`config.mk`:
```
export PLATFORM = sky130hd
export DESIGN_NAME = fft_frame_ctrl
export DESIGN_NICKNAME = d
export VERILOG_FILES = /design/src/rtl/fft_frame_ctrl.sv
export SDC_FILE = /design/constraint.sdc
export NUM_CORES = 1
export LEC_CHECK = 0
export CAP_MARGIN = 20
export CORE_AREA = 2 2 211 213
export DETAILED_ROUTE_END_ITERATION = 10
export DIE_AREA = 0 0 213 215
export GPL_TIMING_DRIVEN = 0
export PLACE_DENSITY = 0.49
export SLEW_MARGIN = 15
export SYNTH_ARGS = -nofsm -noshare
export SYNTH_HDL_FRONTEND = slang
export SYNTH_SLANG_ARGS = --single-unit
```
`constraint.sdc`:
```
create_clock -name clk -period 3.1 [get_ports clk]
set_input_delay 0.31 -clock clk [delete_from_list [all_inputs] [get_ports clk]]
set_output_delay 0.31 -clock clk [all_outputs]
set_load 0.05 [all_outputs]
```
`src/rtl/fft_frame_ctrl.sv`:
```
// Frame sequencer for the 3-stage radix-2 FFT pipeline.
// Reads one frame of N = 2**logn complex samples from a source buffer and
// streams them into the FFT one per cycle. Captures the FFT output stream
// into a destination buffer in arrival order, then pulses done. A drain
// watchdog aborts the frame (sticky error) if the FFT stops producing
// results.
module fft_frame_ctrl #(
    parameter int FLOAT_PRECISION = 64,
    parameter int logn            = 8,
    parameter int TIMEOUT         = 1024
) (
    input  logic                       clk,
    input  logic                       rst_n,

    input  logic                       start,
    output logic                       busy,
    output logic                       done,
    output logic                       error,

    output logic                       src_rd_en,
    output logic [logn-1:0]            src_addr,
    input  logic [FLOAT_PRECISION-1:0] src_re,
    input  logic [FLOAT_PRECISION-1:0] src_im,

    output logic                       fft_in_valid,
    output logic [FLOAT_PRECISION-1:0] fft_fi_re,
    output logic [FLOAT_PRECISION-1:0] fft_fi_im,

    input  logic                       fft_out_valid,
    input  logic [FLOAT_PRECISION-1:0] fft_fo_re,
    input  logic [FLOAT_PRECISION-1:0] fft_fo_im,

    output logic                       dst_wr_en,
    output logic [logn-1:0]            dst_addr,
    output logic [FLOAT_PRECISION-1:0] dst_re,
    output logic [FLOAT_PRECISION-1:0] dst_im
);

    // Counters are one bit wider than the addresses so they can hold N itself.
    localparam logic [logn:0] N_CNT   = {1'b1, {logn{1'b0}}};
    localparam logic [logn:0] LAST_RD = N_CNT - 1'b1;
    localparam logic [15:0]   WD_MAX  = 16'(TIMEOUT);

    typedef enum logic [1:0] {
        IDLE  = 2'd0,
        FEED  = 2'd1,
        DRAIN = 2'd2,
        DONE  = 2'd3
    } state_t;

    state_t          state;
    logic [logn:0]   rd_cnt;
    logic [logn:0]   wr_cnt;
    logic [15:0]     wd_cnt;

    logic            capture;
    logic [logn:0]   wr_cnt_next;
    logic [15:0]     wd_next;

    // Capture decision and next values of the write counter and watchdog.
    // NOTE: every signal driven in always_comb gets a default first, so no
    // path through the block can leave it unassigned and infer a latch.
    always_comb begin
        capture     = 1'b0;
        wr_cnt_next = wr_cnt;
        wd_next     = wd_cnt + 16'd1;
        if ((state == FEED || state == DRAIN) && fft_out_valid && (wr_cnt < N_CNT)) begin
            capture     = 1'b1;
            wr_cnt_next = wr_cnt + 1'b1;
        end
        if (fft_out_valid) begin
            wd_next = 16'd0;
        end
    end

    // Destination write port: FFT results pass straight through while capturing.
    always_comb begin
        dst_wr_en = capture;
        dst_addr  = '0;
        dst_re    = '0;
        dst_im    = '0;
        if (capture) begin
            dst_addr = wr_cnt[logn-1:0];
            dst_re   = fft_fo_re;
            dst_im   = fft_fo_im;
        end
    end

    // Feed path: source data arrives one cycle after the read strobe, which is
    // exactly when the delayed strobe marks it valid; zero it otherwise.
    always_comb begin
        fft_fi_re = '0;
        fft_fi_im = '0;
        if (fft_in_valid) begin
            fft_fi_re = src_re;
            fft_fi_im = src_im;
        end
    end

    // Align the FFT input strobe with the one-cycle source read latency.
    // NOTE: sequential state uses non-blocking assignments so every register
    // samples its inputs from before the clock edge, independent of order.
    always_ff @(posedge clk or negedge rst_n) begin
        if (!rst_n) begin
            fft_in_valid <= 1'b0;
        end else begin
            fft_in_valid <= src_rd_en;
        end
    end

    // Frame sequencer with registered status and read-port outputs.
    always_ff @(posedge clk or negedge rst_n) begin
        if (!rst_n) begin
            state     <= IDLE;
            rd_cnt    <= '0;
            wr_cnt    <= '0;
            wd_cnt    <= '0;
            busy      <= 1'b0;
            done      <= 1'b0;
            error     <= 1'b0;
            src_rd_en <= 1'b0;
            src_addr  <= '0;
        end else begin
            case (state)
                IDLE: begin
                    if (start) begin
                        state     <= FEED;
                        busy      <= 1'b1;
                        error     <= 1'b0;
                        rd_cnt    <= '0;
                        wr_cnt    <= '0;
                        wd_cnt    <= '0;
                        src_rd_en <= 1'b1;
                        src_addr  <= '0;
                    end
                end

                FEED: begin
                    // The read at address rd_cnt is on the port this cycle.
                    rd_cnt <= rd_cnt + 1'b1;
                    wr_cnt <= wr_cnt_next;
                    if (rd_cnt == LAST_RD) begin
                        state     <= DRAIN;
                        src_rd_en <= 1'b0;
                        src_addr  <= '0;
                        wd_cnt    <= '0;
                    end else begin
                        src_addr <= rd_cnt[logn-1:0] + 1'b1;
                    end
                end

                DRAIN: begin
                    wr_cnt <= wr_cnt_next;
                    wd_cnt <= wd_next;
                    // A completing write takes priority over the watchdog.
                    if (wr_cnt_next == N_CNT) begin
                        state <= DONE;
                        busy  <= 1'b0;
                        done  <= 1'b1;
                    end else if (wd_next == WD_MAX) begin
                        state <= DONE;
                        busy  <= 1'b0;
                        done  <= 1'b1;
                        error <= 1'b1;
                    end
                end

                DONE: begin
                    state <= IDLE;
                    done  <= 1'b0;
                end

                default: begin
                    state     <= IDLE;
                    busy      <= 1'b0;
                    done      <= 1'b0;
                    src_rd_en <= 1'b0;
                end
            endcase
        end
    end

endmodule

```
# Yosys cells after proc, flatten, opt, wreduce, memory -nomap -nowiden
# Index checks and enable logic that the tools add are counted.
word_totals:
  reg_bits: 49
  inputBits: 260
  out_inout_bits: 278
  elab_cells: 78
op_classes:
  n_addsub: 4
  order_cmp: 1
  eq_ne: 11
  n_mux: 34
  n_reduce_logical: 18
op_table:
  columns: ["cell", "n"]
  rows:
  - ["64-bit two-way mux", 4]
  - ["16-bit two-way mux", 3]
  - ["16-bit case mux with 3 select lines", 1]
  - ["9-bit case mux with 2 select lines", 2]
  - ["8-bit two-way mux", 3]
  - ["9-bit by 1-bit adder with 9-bit output, second input constant", 2]
  - ["9-bit two-way mux", 2]
  - ["16-bit by 1-bit adder with 16-bit output, second input constant", 1]
  - ["16-bit by 11-bit == test with 1-bit output, second input constant", 1]
  - ["8-bit case mux with 2 select lines", 1]
  - ["3-bit AND reduction", 4]
  - ["9-bit by 8-bit == test with 1-bit output, second input constant", 1]
  - ["9-bit == test, second input constant", 1]
  - ["9-bit < comparator, second input constant", 1]
  - ["1-bit two-way mux", 9]
  - ["8-bit by 1-bit adder with 8-bit output, second input constant", 1]
  - ["2-bit two-way mux", 4]
  - ["1-bit case mux with 2 select lines", 4]
  - ["2-bit case mux with 4 select lines", 1]
  - ["2-bit nonzero test", 4]
  - ["2-bit AND reduction", 3]
  - ["2-bit == test, second input constant", 2]
  - ["2-bit by 1-bit inequality test with 1-bit output, second input constant", 2]
  - ["2-bit inequality test, second input constant", 2]
  - ["8 further kinds", 9]

# Depth between registers and ports, before layout
# Gate-level depths: netlist of run 1.
depth:
  depth_word: 8
  depth_mapped: 12
  ltp_nobuf: 10

# Worst setup path after synthesis of run 1
# Ideal clock, no wire load.
synth_timing:
  path_kind: "register to register"
  startpoint: "register state[1]"
  endpoint: "register state[1]"
  setup_ps: 132
  arrival_time_ps: 2877
  required_time_ps: 2968
  slack_ps: 90
  stages_incl_launch_ff: 13
  n_path_buf: 2
  period_less_slack_ps: 3010
  cell_sequence: "dfrtp_1 inv_1 ha_1 nand3b_1 inv_2 buf_4 clkbuf_1 ha_1 nor2_1 and3_1 nand4_1 a41oi_1 o211ai_2"
synth_via:
  elab_chain_cells: 8
  elab_cells_between_ends: 15
  cone_classes: "eq/ne (7); mux (3); reduce/logical (5)"
synth_lines:
  columns: ["element", "line_no", "text"]
  rows:
  - ["start, declared", "51", "state_t state;"]
  - ["start signal, assigned", "114", "state <= IDLE;"]
  - ["start signal, assigned", "127", "state <= FEED;"]
  - ["start signal, assigned", "143", "state <= DRAIN;"]
  - ["2-bit by 1-bit == test with 1-bit output / 2-bit == test (equally long branches)", "67, 124", null]
  - ["1-bit logical OR", "67", "if ((state == FEED || state == DRAIN) && fft_out_valid && (wr_cnt < N_CNT)) begin"]
  - ["1-bit logical AND (2 in series)", "67", null]
  - ["9-bit two-way mux", "67", null]
  - ["9-bit == test", "156", "if (wr_cnt_next == N_CNT) begin"]
  - ["2-bit two-way mux / 3-bit by 1-bit inequality test with 1-bit output (equally long branches)", null, null]
  - ["2-bit case mux with 4 select lines / 3-bit AND reduction (equally long branches)", null, null]
# Parallel ways exist; a longest one is shown, timed or not.
# A chain may end at the register's enable or synchronous reset.

# Final worst setup path of run 1
layout_timing:
  startpoint: "register state[1]"
  endpoint: "output dst_re[1]"
layout_via:
  elab_chain_cells: 6
  elab_cells_between_ends: 7
  cone_classes: "eq/ne (2); mux (2); reduce/logical (3)"
layout_lines:
  columns: ["element", "line_no", "text"]
  rows:
  - ["2-bit by 1-bit == test with 1-bit output / 2-bit == test (equally long branches)", "67", null]
  - ["1-bit logical OR (*)", "67", null]
  - ["1-bit logical AND (*) (2 in series)", "67", null]
  - ["1-bit two-way mux (*)", "67", null]
  - ["64-bit two-way mux (*)", "82", "if (capture) begin"]
  - ["end, declared", "35", "output logic [FLOAT_PRECISION-1:0] dst_re,"]
# Every way passes the cells marked *; elsewhere a longest branch is shown, timed or not.

==> metrics.cfg, run 1 <==
[synthesis]
synth.area.top_cells = and2_1, dfrtp_1, o21ai_0
synth_warnings = 0
syn_avg_cell_area_um2 = 7.47
synth-main-ff-cell = dfrtp_1
synth_async_sr_flop_share_pct = 100
synth_edf_count = 0
seq_area_frac_synth_pct = 26.2
yosys.cell_types.count = 58
yosys.area.top_type = and2_1
netlist.area_leader.share_pct = 35.1
netlist_instances = 627
syn_area_um2 = 4680
syn_nets = 896
synth_seq_cells = 49

[placed_design]
portBuffers = 537
dp_hpwl_um = 30800
place.gp.congestion = 0.858
place_area_um2 = 10800
dp.cells = 1756

[pwr]
leakagePower_nw = 4.46
pwr_density_cell_nw_per_um2 = 592
peakVddDrop_v = 0.000346
total_power_mw = 6.45

[routing]
drc = 0
dr.pass1.iters = 4
highest_layer = met5
dr_wl_met2_um = 19300
via_count = 6583
drt-met1-wl_um = 10600
drt-initial-drc-count = 206
routed_wl_um = 35100
met3_length_um = 3530
ant_nets = 0
wl_per_cell_um = 19.8
viasPerCell = 3.72

[cells_and_area]
final_common_cell = clkdlybuf4s50_1
fin_area_um2 = 10900
fin_cells = 1772
nets = 1441
syn_to_final_growth_pct = 133
drive_above_1_share_pct = 8.27
fillCellCount = 4786
final_cell_mix = clkdlybuf4s50_1, and2_1, dlygate4sd2_1, o21ai_0, dfrtp_1
seqCellArea_um2 = 1230
multi_input_area_um2 = 3230

[clock_tree]
h-tree-depth = 2
clk_pin_slew_worst_paths_ps = 70
cts_root_buf = clkbuf_16
max-clock-path-buffers = 2
cts_sinks = 49
clk-insertion-delay-late_ps = 290
cts_hold_buf = 0
cts_made_buffers = 5
cts_tree = built

[sta]
fmax_mhz = 332
period_needed_ps = 3010
hold_viol = 0
finalCritPeriodShare_pct = 97.1
setup_viol = 0
slew_viol_final = 0
max_slew_margin_pct = 56.0
skew_ps = 6.70
tightest_slew_ps = 641
holdWs_ps = 46.1

[die]
die_w_um = 213
fp.coreArea_um2 = 43600
die_h_um = 215
io_pins = 538
rows = 77
start_util_pct = 10.7
dieArea_um2 = 45800

[worst_setup_path]
crit_arrival_ps = 2700
rr_worst_depth = 12
critPathLaunchType = register
worst_setup_path_end_kind = output port
crit_fanout = 10
path_class = register to output port
cp-startpoint = state[1]$_DFFE_PN0P_
crit_end = dst_re[1]
rr_startpoint = state[1]$_DFFE_PN0P_
rrSetupSlack_ps = 250
r2r-end = state[1]$_DFFE_PN0P_
worstPathRequired_ps = 2790

[job]
cap_violations = 0

[outcome]
status = complete, no violations

[global_route]
grt_max_degree = 50
track_usage_pct = 14.7
grt_overflow = 0
grt_pass1_wl_um = 47800
antenna_found_initial = 9
grt_pass1_vias = 6810

[hold_path]
worstHoldPathType = input pin to asynchronous set/reset pin

-- power breakdown --
part | total [mW] | switching, mW | internal (mW)
clock | 0.559 | 0.258 | 0.301
combinational | 5.12 | 3.60 | 1.52
sequential | 0.770 | 0.0653 | 0.704
total | 6.45 | 3.93 | 2.53
-- state kept, by name (all words and copies together) (netlist names) --
signal	flops
wr_cnt	9
src_rd_en	1
src_addr	8
fft_in_valid	1
done	1
error	1
rd_cnt	9
state	2
wd_cnt	16
busy	1
-- Yosys cell counts (6+ instances only) --
cell type  number
and3_1          9
inv_1          10
nor2_1         17
dfrtp_1        49
and2_1        263
nand3_1         9
nand4_1        11
ha_1            9
a31oi_1         6
clkbuf_1       42
a21oi_1        10
xnor2_1         9
a22o_1          6
nor3_1          7
buf_2           6
o21ai_0        50
nand2_1        44
-- routing by layer --
metal	vias up	GRT usage, %
met5	-	0
met4	2	7.53
met2	356	29.3
met3	41	5.36
met1	3001	12.4
li1	3183	-
-- through the flow --
stage	util, %	setup TNS (ps)	setup WS (ps)
6_report	25.0	0	91.3
5_1_grt	25.0	-50.6	-6.23
4_1_cts	25.0	0	2.26
3_5_place_dp	24.7	-49480	-798
3_3_place_gp	24.7	-43760	-769
2_1_floorplan	-	0	90.4
-- final cells by class --
class                      count  area share (%)
clock inverter                 3           0.195
clock buffer                   5            1.15
multi-input combinational    516            29.6
inverter                      11           0.379
tap                          592            6.80
sequential                    49            11.3
buffer                        50            2.01
antenna                        7           0.161
timing repair buffer         539            48.5
-- logic make-up (layout without fill, tap and decap cells) --
kind of cell,after synthesis,in the layout,synth area share (%)
compound gates,100,100,13.5
xor+xnor,12,12,2.24
fa+ha+maj,9,9,2.40
buf+inv,62,608,5.45
flops,49,49,26.2
mux,3,3,0.668
other cells,0,7,0
simple gates,392,392,49.5
-- worst min path at each step --
stage | from | endpoint | slack [ps] | cells past startpoint
6_report | rst_n | wd_cnt[4]$_DFFE_PN0P_ | 50 | 1
5_1_grt | rst_n | wd_cnt[3]$_DFFE_PN0P_ | 90 | 1
4_1_cts | rst_n | wd_cnt[3]$_DFFE_PN0P_ | 70 | 1
2_1_floorplan | rst_n | busy$_DFFE_PN0P_ | 10 | 0
3_5_place_dp | rst_n | wd_cnt[3]$_DFFE_PN0P_ | 390 | 1
3_3_place_gp | src_rd_en$_DFFE_PN0P_ | fft_in_valid$_DFF_PN0_ | 470 | 0
-- critical path: stages, from the launching register on --
cell           delay (ps)
dfrtp_1               420
inv_1                 100
ha_1                  310
nand3b_1              150
inv_2                 110
buf_4                 220
clkbuf_1              280
and2_1                240
dlygate4sd2_1         550
-- timing repair --
action                     CTS  global route
gates resized for setup    225            49
setup endpoints to repair  145           141
buffers inserted             0             2
No activity file was read; power rests on OpenSTA's default activity.
==> run 2, diff against run 1 <==
CAP_MARGIN = not set   (was 20)
clock period = 3.25 ns   (was 3.1 ns; I/O delays follow)
==> run 2 against run 1 <==
Sequential share of layout area rose by 0.070 points. Sequential cell count did not move. Worst hold slack gained 9.1 ps. Die area unchanged. Power shrank 5.6%. First-iteration DRC count rose by 1.9%. Register-to-register slack got worse by 30 ps. Design area fell by 0.62%. Final cell count is 0.11% lower. Worst setup slack improved by 28 ps. Sequential power is 4.8% lower.
==> metrics.cfg, run 2 (same netlist as run 1, synthesis figures left out) <==
[outcome]
status = complete, no violations

[routing]
ant_nets = 0
via_count = 6571
dr.pass1.iters = 5
viasPerCell = 3.71
drt-initial-drc-count = 210
drc = 0
routed_wl_um = 35100
wl_per_cell_um = 19.8

[sta]
max_slew_margin_pct = 55.9
period_needed_ps = 3130
holdWs_ps = 55.2
rsz0062_at_grt = no
finalCritPeriodShare_pct = 96.3
tightest_slew_ps = 643
skew_ps = 6.81
slew_viol_final = 0
fmax_mhz = 319
setup_viol = 0
hold_viol = 0

[clock_tree]
h-tree-depth = 2
post_cts.repair.setup_buffers = 0
cts_sinks = 49
clk-insertion-delay-late_ps = 290
max-clock-path-buffers = 2
cts_root_buf = clkbuf_16
clk_pin_slew_worst_paths_ps = 70
cts_made_buffers = 5
cts_tree = built

[cells_and_area]
nets = 1440
regMostFlops = wd_cnt
drive_above_1_share_pct = 6.74
final_cell_mix = clkdlybuf4s50_1, and2_1, dlygate4sd2_1, o21ai_0, dfrtp_1
largest_register_ffs = 16
fin_cells = 1770
final_common_cell = clkdlybuf4s50_1
fin_area_um2 = 10800
syn_to_final_growth_pct = 131
reg_top3 = wd_cnt: 16 flops, rd_cnt: 9 flops, wr_cnt: 9 flops

[worst_setup_path]
worst_setup_path_end_kind = output port
worstPathRequired_ps = 2920
critPathLaunchType = register
path_class = register to output port
crit_arrival_ps = 2810
crit_fanout = 10

[global_route]
grt_pass1_wl_um = 47800
grt_overflow = 0
track_usage_pct = 14.7
antenna_found_initial = 9
grt_max_degree = 50
grt_pass1_vias = 6805

[hold_path]
worstHoldPathType = input pin to asynchronous set/reset pin

[pwr]
total_power_mw = 6.09
peakVddDrop_v = 0.000331
leakagePower_nw = 4.55
pwr_density_cell_nw_per_um2 = 563

[placed_design]
place_area_um2 = 10800
dp.cells = 1756
portBuffers = 537
place.gp.congestion = 0.858
dp_hpwl_um = 30800

[die]
start_util_pct = 10.7
rows = 77
die_h_um = 215
fp.coreArea_um2 = 43600
dieArea_um2 = 45800
die_w_um = 213
io_pins = 538

[job]
cap_violations = 0

==> run 2: cell count changes in the layout (fill, tap and decap cells not counted), moves of 2 or more <==
cell	before	now
clkbuf_4	2	0
clkdlybuf4s15_1	16	6
buf_4	5	3
dlymetal6s2s_1	0	2
clkdlybuf4s15_2	37	23
dlygate4sd2_1	66	87
==> run 2: worst paths after layout <==
check	startpoint	to	slack [ps]	depth (start not counted)
setup / recovery	state[1]$_DFFE_PN0P_	dst_im[44]	120	8
hold / removal	rst_n	wd_cnt[4]$_DFFE_PN0P_	60	1
setup reg to reg	state[1]$_DFFE_PN0P_	state[1]$_DFFE_PN0P_	220	12
hold reg to reg	src_rd_en$_DFFE_PN0P_	fft_in_valid$_DFF_PN0_	470	0
max in group asynchronous	rst_n	src_addr[7]$_DFFE_PN0P_	2730	1
min in group clk	src_rd_en$_DFFE_PN0P_	fft_in_valid$_DFF_PN0_	470	0
==> run 2: metrics by stage <==
stage,setup TNS [ps],worst slack [ps],util [%]
finish,0,119,24.8
global route,0,0.594,24.8
CTS,0,3.20,24.9
detailed placement,-32640,-678,24.7
global placement,-27900,-649,24.7
floorplan,0,240,-
==> run 2: metal layers <==
metal	global-route usage, %	vias to the layer above	share of wire, %	wire length [um]
li1	-	3178	-	-
met1	12.4	2986	31	10800
met2	29.3	364	55	19300
met3	5.33	41	9.8	3440
met4	7.53	2	4.6	1600
met5	0	-	0.037	13
==> run 2: final cells by class <==
type	count	area (um2)
multi-input cells	516	3210
flip-flops and latches	49	1230
clock inverters	3	21.3
well taps	592	741
diodes	6	15.0
fillers	4795	32800
inverters	11	41.3
clock buffers	5	125
plain buffers	51	218
repair buffers	537	5230
==> run 2: what timing repair did <==
| action | 4_1_cts | 5_1_grt |
|---|---|---|
| hold buffers | 0 | 0 |
| setup endpoints to repair | 137 | 56 |
| gates resized for setup | 191 | 41 |
==> run 2: worst max-delay path: stages (launching register included) <==
cell           delay, ps
dfrtp_1              410
inv_1                100
ha_1                 310
nand3b_1             210
inv_2                130
buf_4                230
clkbuf_1             300
and2_1               250
dlygate4sd2_1        560
==> run 2: power breakdown <==
part / total, mW / internal, mW / switching [mW]
Sequential: 0.733 / 0.672 / 0.0613
Combinational: 4.83 / 1.40 / 3.43
Clock: 0.533 / 0.287 / 0.246
Total: 6.09 / 2.36 / 3.73
==> run 3, diff against run 2 <==
CTS_BUF_LIST = sky130_fd_sc_hd__clkbuf_16   (was not set)
CTS_CLUSTER_SIZE = 40   (was not set)
==> results of run 3 <==
Final layout, timing and power as in run 2 (identical DEF).
